<file path="src/rtl/reg_scoreboard.sv">
// Per-register pending-write scoreboard for the 5-stage pipeline: counts owed
// write-backs, raises the decode stall on RAW / WAW-saturation hazards, and publishes availability flags.
module reg_scoreboard #(
    parameter int CNT_W = 2
) (
    input  logic        clk,
    input  logic        reset_n,
    input  logic        validD,
    input  logic        regWriteD,
    input  logic        regDstD,
    input  logic [4:0]  RsD,
    input  logic [4:0]  RtD,
    input  logic [4:0]  RdD,
    input  logic        useRsD,
    input  logic        useRtD,
    input  logic        regWriteW,
    input  logic [4:0]  WriteRegW,
    input  logic        killValid,
    input  logic [4:0]  killReg,
    output logic        stallD,
    output logic [31:0] readyFlags,
    output logic        errUnderflow
);

    localparam logic [CNT_W-1:0] CNT_MAX  = {CNT_W{1'b1}};
    localparam logic [CNT_W-1:0] CNT_ZERO = {CNT_W{1'b0}};
    localparam logic [CNT_W-1:0] CNT_ONE  = CNT_W'(1);

    logic [CNT_W-1:0] cnt_r [32];
    logic [CNT_W-1:0] cntNext_s [32];
    logic [31:0]      readyNext_s;
    logic             underAny_s;
    logic [4:0]       dest_s;
    logic             rsHaz_s;
    logic             rtHaz_s;
    logic             satHaz_s;
    logic             issue_s;

    // Hazard detection and decode stall; a write landing this cycle acts as a bypass.
    always_comb begin
        dest_s   = regDstD ? RdD : RtD;
        rsHaz_s  = useRsD && (RsD != 5'd0) && (cnt_r[RsD] != CNT_ZERO) &&
                   !((cnt_r[RsD] == CNT_ONE) && regWriteW && (WriteRegW == RsD));
        rtHaz_s  = useRtD && (RtD != 5'd0) && (cnt_r[RtD] != CNT_ZERO) &&
                   !((cnt_r[RtD] == CNT_ONE) && regWriteW && (WriteRegW == RtD));
        satHaz_s = validD && regWriteD && (dest_s != 5'd0) && (cnt_r[dest_s] == CNT_MAX) &&
                   !((regWriteW && (WriteRegW == dest_s)) || (killValid && (killReg == dest_s)));
        stallD   = validD && (rsHaz_s || rtHaz_s || satHaz_s);
        issue_s  = validD && regWriteD && !stallD && (dest_s != 5'd0);
    end

    // Next counts: decrements saturate at zero (flagging underflow) before the issue increment.
    always_comb begin
        underAny_s  = 1'b0;
        readyNext_s = 32'd0;
        for (int n = 0; n < 32; n++) begin
            cntNext_s[n] = cnt_r[n];
            if (n == 0) begin
                cntNext_s[n] = CNT_ZERO;
            end else begin
                if (regWriteW && (WriteRegW == 5'(n))) begin
                    if (cntNext_s[n] == CNT_ZERO) begin
                        underAny_s = 1'b1;
                    end else begin
                        cntNext_s[n] = cntNext_s[n] - CNT_ONE;
                    end
                end else begin
                    cntNext_s[n] = cntNext_s[n];
                end
                if (killValid && (killReg == 5'(n))) begin
                    if (cntNext_s[n] == CNT_ZERO) begin
                        underAny_s = 1'b1;
                    end else begin
                        cntNext_s[n] = cntNext_s[n] - CNT_ONE;
                    end
                end else begin
                    cntNext_s[n] = cntNext_s[n];
                end
                if (issue_s && (dest_s == 5'(n))) begin
                    cntNext_s[n] = cntNext_s[n] + CNT_ONE;
                end else begin
                    cntNext_s[n] = cntNext_s[n];
                end
            end
            readyNext_s[n] = (cntNext_s[n] == CNT_ZERO);
        end
    end

    // State registers: counters, availability flags and sticky underflow.
    always_ff @(posedge clk or negedge reset_n) begin
        if (!reset_n) begin
            for (int n = 0; n < 32; n++) begin
                cnt_r[n] <= CNT_ZERO;
            end
            readyFlags   <= 32'hFFFF_FFFF;
            errUnderflow <= 1'b0;
        end else begin
            for (int n = 0; n < 32; n++) begin
                cnt_r[n] <= cntNext_s[n];
            end
            readyFlags   <= readyNext_s;
            errUnderflow <= errUnderflow | underAny_s;
        end
    end

endmodule

</file>
<file path="config.mk">
export PLATFORM = sky130hd
export DESIGN_NAME = reg_scoreboard
export DESIGN_NICKNAME = d
export VERILOG_FILES = /design/src/rtl/reg_scoreboard.sv
export SDC_FILE = /design/constraint.sdc
export NUM_CORES = 1
export LEC_CHECK = 0
export CORE_MARGIN = 3
export CORE_UTILIZATION = 50
export CTS_CLUSTER_DIAMETER = 200
export DETAILED_ROUTE_END_ITERATION = 10
export PLACE_DENSITY = 0.7
export SLEW_MARGIN = 20
export SYNTH_ARGS = -nofsm -noshare
export SYNTH_HDL_FRONTEND = slang
export SYNTH_SLANG_ARGS = --single-unit
</file>
<file path="constraint.sdc">
create_clock -name clk -period 3.35 [get_ports clk]
set_clock_uncertainty 0.1 [all_clocks]
set_input_delay 0.67 -clock clk [delete_from_list [all_inputs] [get_ports clk]]
set_output_delay 0.67 -clock clk [all_outputs]
set_load 0.02 [all_outputs]
</file>
==> out/qor.txt <==
Outcome -> complete, but fails checks
GR Util All Layers -> 42.5%
# setup viols final -> 2
CTS HTree Levels -> 3
Final hold violation count -> 0
Ports -> 68
Fraction of layout cells with a size suffix above 1 -> 34.1%
Die X -> 143 µm
Final instance area -> 13700 µm²
Post-Syn Instances -> 1211
Hold buffers post-CTS -> 0
R2r worst-path depth -> 12
Synth Area per Inst -> 7.70 µm²
Post-Route WL -> 44500 µm
Wirelength per Cell -> 25.0 µm
DR pass1 iterations -> 7
Critical path required time -> 2.58 ns
Placement Cell Area -> 12400 µm²
Nets -> 1580
Initial DRC count -> 1726
Post-DP HPWL -> 34300 µm
Clk_lat worst skew -> 0.37 ns
Final WS setup -> -0.179 ns
Worst path arrival time -> 2.76 ns
Cell leakage power -> 5.70 nW
Top-count cell post-synth -> nand2_1
GRT overflow -> 0
Antenna violations before repair -> 2
Synthesis-to-layout area growth -> 46.5%
Final Non-Filler Cells -> 1780
Synth warnings -> 0
CTS Root Cell -> clkbuf_16
Vias in the first global route -> 10700
Filler Cell Count -> 1352
RSZ-0062 raised after global routing -> yes
DRC violations left -> 0
# placed instances -> 1732
Hold WC Path Type -> primary input to async pin
CTS tree -> built
Period utilisation layout -> 105%
CP Class -> primary input to output port
Failing checks -> setup timing
Min Tclk post-route -> 3.53 ns
ANT nets after route -> 0
First-pass GRT wire length -> 64000 µm
Via Count -> 11600
Via-per-instance ratio -> 6.50
VDD IR-drop max -> 0.297 mV
I/O Buffers -> 66
Multi-input gate area -> 6810 µm²
Die H -> 143 µm
Synth area leader -> dfrtp_1
Crit-path max FO -> 2
Cell area after synthesis -> 9330 µm²
Final number of max-transition violations -> 0
Num Clock Sinks -> 94
GP Congestion -> 1.11
Cts bufs inserted -> 9
Register area -> 2390 µm²
Main flop type after synthesis -> dfrtp_1
Post-Synthesis Net Count -> 1245
Synth async-reset ratio -> 100%
Core Area -> 18100 µm²
Most common library cells after synthesis -> 192 x nand2_1, 123 x nor2_1, 73 x o21ai_0
CTS Buffer Depth -> 2
Core Rows -> 49
PD cells -> 414 nW/µm²
Crit path capture type -> output port
Max-cap viol count -> 0
Worst setup SP type -> primary input
Max Clock Freq -> 283 MHz
ANT cells -> 0
Starting Density -> 51.4%
Worst Tran Pin Value -> 0.975 ns
Top cell type's share of synthesized area -> 16.9%
Pin count of the biggest net entering global routing -> 50
Post-synth EDFFs -> 0
Yosys cell types -> 79
Die area -> 20300 µm²
Clk slew on worst S/H paths -> 0.07 ns
Most area-consuming cells after synthesis -> dfrtp_1 17%, dfstp_2 8.7%, nand2_1 7.7%
Sequential area share after synthesis -> 25.6%
Relative slew slack -> 34.5%
Number of synthesized register bits -> 94
[layout by cell type, fill, tap and decap left out, types with 6 or more instances in the layout]
master / netlist / routed
dlymetal6s2s_1: 0 / 7
and3_1: 26 / 26
xnor2_1: 46 / 46
mux2i_1: 44 / 39
a211oi_1: 24 / 22
inv_1: 21 / 21
a2111oi_0: 11 / 10
buf_12: 0 / 17
a31oi_1: 10 / 9
nor4_2: 1 / 7
a21oi_1: 52 / 51
o31ai_1: 9 / 9
dfrtp_1: 63 / 63
o21ai_0: 73 / 67
nand2_1: 192 / 189
clkbuf_16: 0 / 10
buf_6: 5 / 14
a211o_1: 9 / 9
nor3_1: 43 / 42
o211ai_1: 13 / 13
nand4_1: 6 / 6
buf_4: 9 / 324
o41ai_2: 2 / 7
clkdlybuf4s50_1: 0 / 44
nand2b_1: 15 / 14
nor4_1: 23 / 17
xor2_1: 35 / 34
nor2_1: 123 / 122
nor2b_1: 19 / 16
nand3_1: 35 / 32
o21a_1: 9 / 9
and2_1: 30 / 28
mux4_2: 21 / 21
dfstp_2: 31 / 31
o22ai_1: 11 / 11
[layer usage]
| layer | global-route usage (%) | routed length (µm) | up-vias |
|---|---|---|---|
| met5 | 0 | 14 | - |
| met3 | 9.38 | 4960 | 242 |
| li1 | - | - | 5080 |
| met1 | 54.8 | 16900 | 5399 |
| met4 | 26.3 | 3530 | 2 |
| met2 | 64.8 | 19100 | 842 |
[state kept, by name (all words and copies together) (netlist names)]
name and count:
cnt_r 62, readyFlags 31, errUnderflow 1
[critical path: stages]
cell and delay, ns:
dlygate4sd2_1 0.30, xor2_1 0.21, nor4_2 0.33, buf_4 0.18
buf_4 0.10, nand2_1 0.06, a21oi_2 0.16, o41ai_4 0.10
a311oi_2 0.28, o21ai_2 0.11, and2_4 0.15, buf_6 0.12
[area by class of cell]
| type | count | area share (%) |
|---|---|---|
| flip-flops and latches | 94 | 17.5 |
| clock buffers | 12 | 1.88 |
| inverters | 22 | 0.604 |
| well taps | 229 | 2.10 |
| multi-input cells | 993 | 49.8 |
| repair buffers | 426 | 27.5 |
| clock inverters | 4 | 0.568 |
[through the flow]
stage	total power [W]	setup slack (ns)	hold WS [ns]	util [%]	setup TNS, ns
floorplan	0.00292	0.0221	0.274	-	0
detailed placement	0.00418	-1.22	0.511	68.6	-63.61
global route	0.00587	-0.366	0.242	75.3	-8.80
global placement	0.00412	-1.26	0.495	68.5	-62.59
CTS	0.00545	-0.286	0.226	72.6	-0.646
finish	0.00566	-0.179	0.206	75.3	-0.188
[power breakdown]
group | switching [W] | leakage, nW | internal, W
Clock | 0.000498 | 0.163 | 0.000701
Combinational | 0.00150 | 4.48 | 0.00131
Sequential | 0.000263 | 1.05 | 0.00140
Total | 0.00226 | 5.70 | 0.00340
[timing repair]
item                                   4_1_cts  5_1_grt
buffers inserted                            14       11
resized for setup                           66       95
cloned                                       5        2
endpoints found under the hold margin        0        0
setup endpoints to repair                   91       83
pin swaps                                   13       31
[final timing paths]
| path | start | slack, ns | to |
|---|---|---|---|
| max | RsD[3] | -0.18 | stallD |
| min | reset_n | 0.21 | cnt_r[42]$_DFF_PN0_ |
| max reg2reg | cnt_r[42]$_DFF_PN0_ | 0.14 | cnt_r[33]$_DFF_PN0_ |
| min reg2reg | errUnderflow$_DFF_PN0_ | 0.53 | errUnderflow$_DFF_PN0_ |
| max in group asynchronous | reset_n | 2.16 | readyFlags[22]$_DFF_PN1_ |
| min in group clk | errUnderflow$_DFF_PN0_ | 0.53 | errUnderflow$_DFF_PN0_ |
[cells by family after synthesis]
family | share of synthesized area (%)
other cells | 0.0402
buf+inv | 5.93
flops | 25.6
simple gates | 27.7
mux | 10.6
xor+xnor | 7.61
fa+ha+maj | 0.107
compound gates | 22.3
Note: power is estimated with default switching activity, not from simulation.
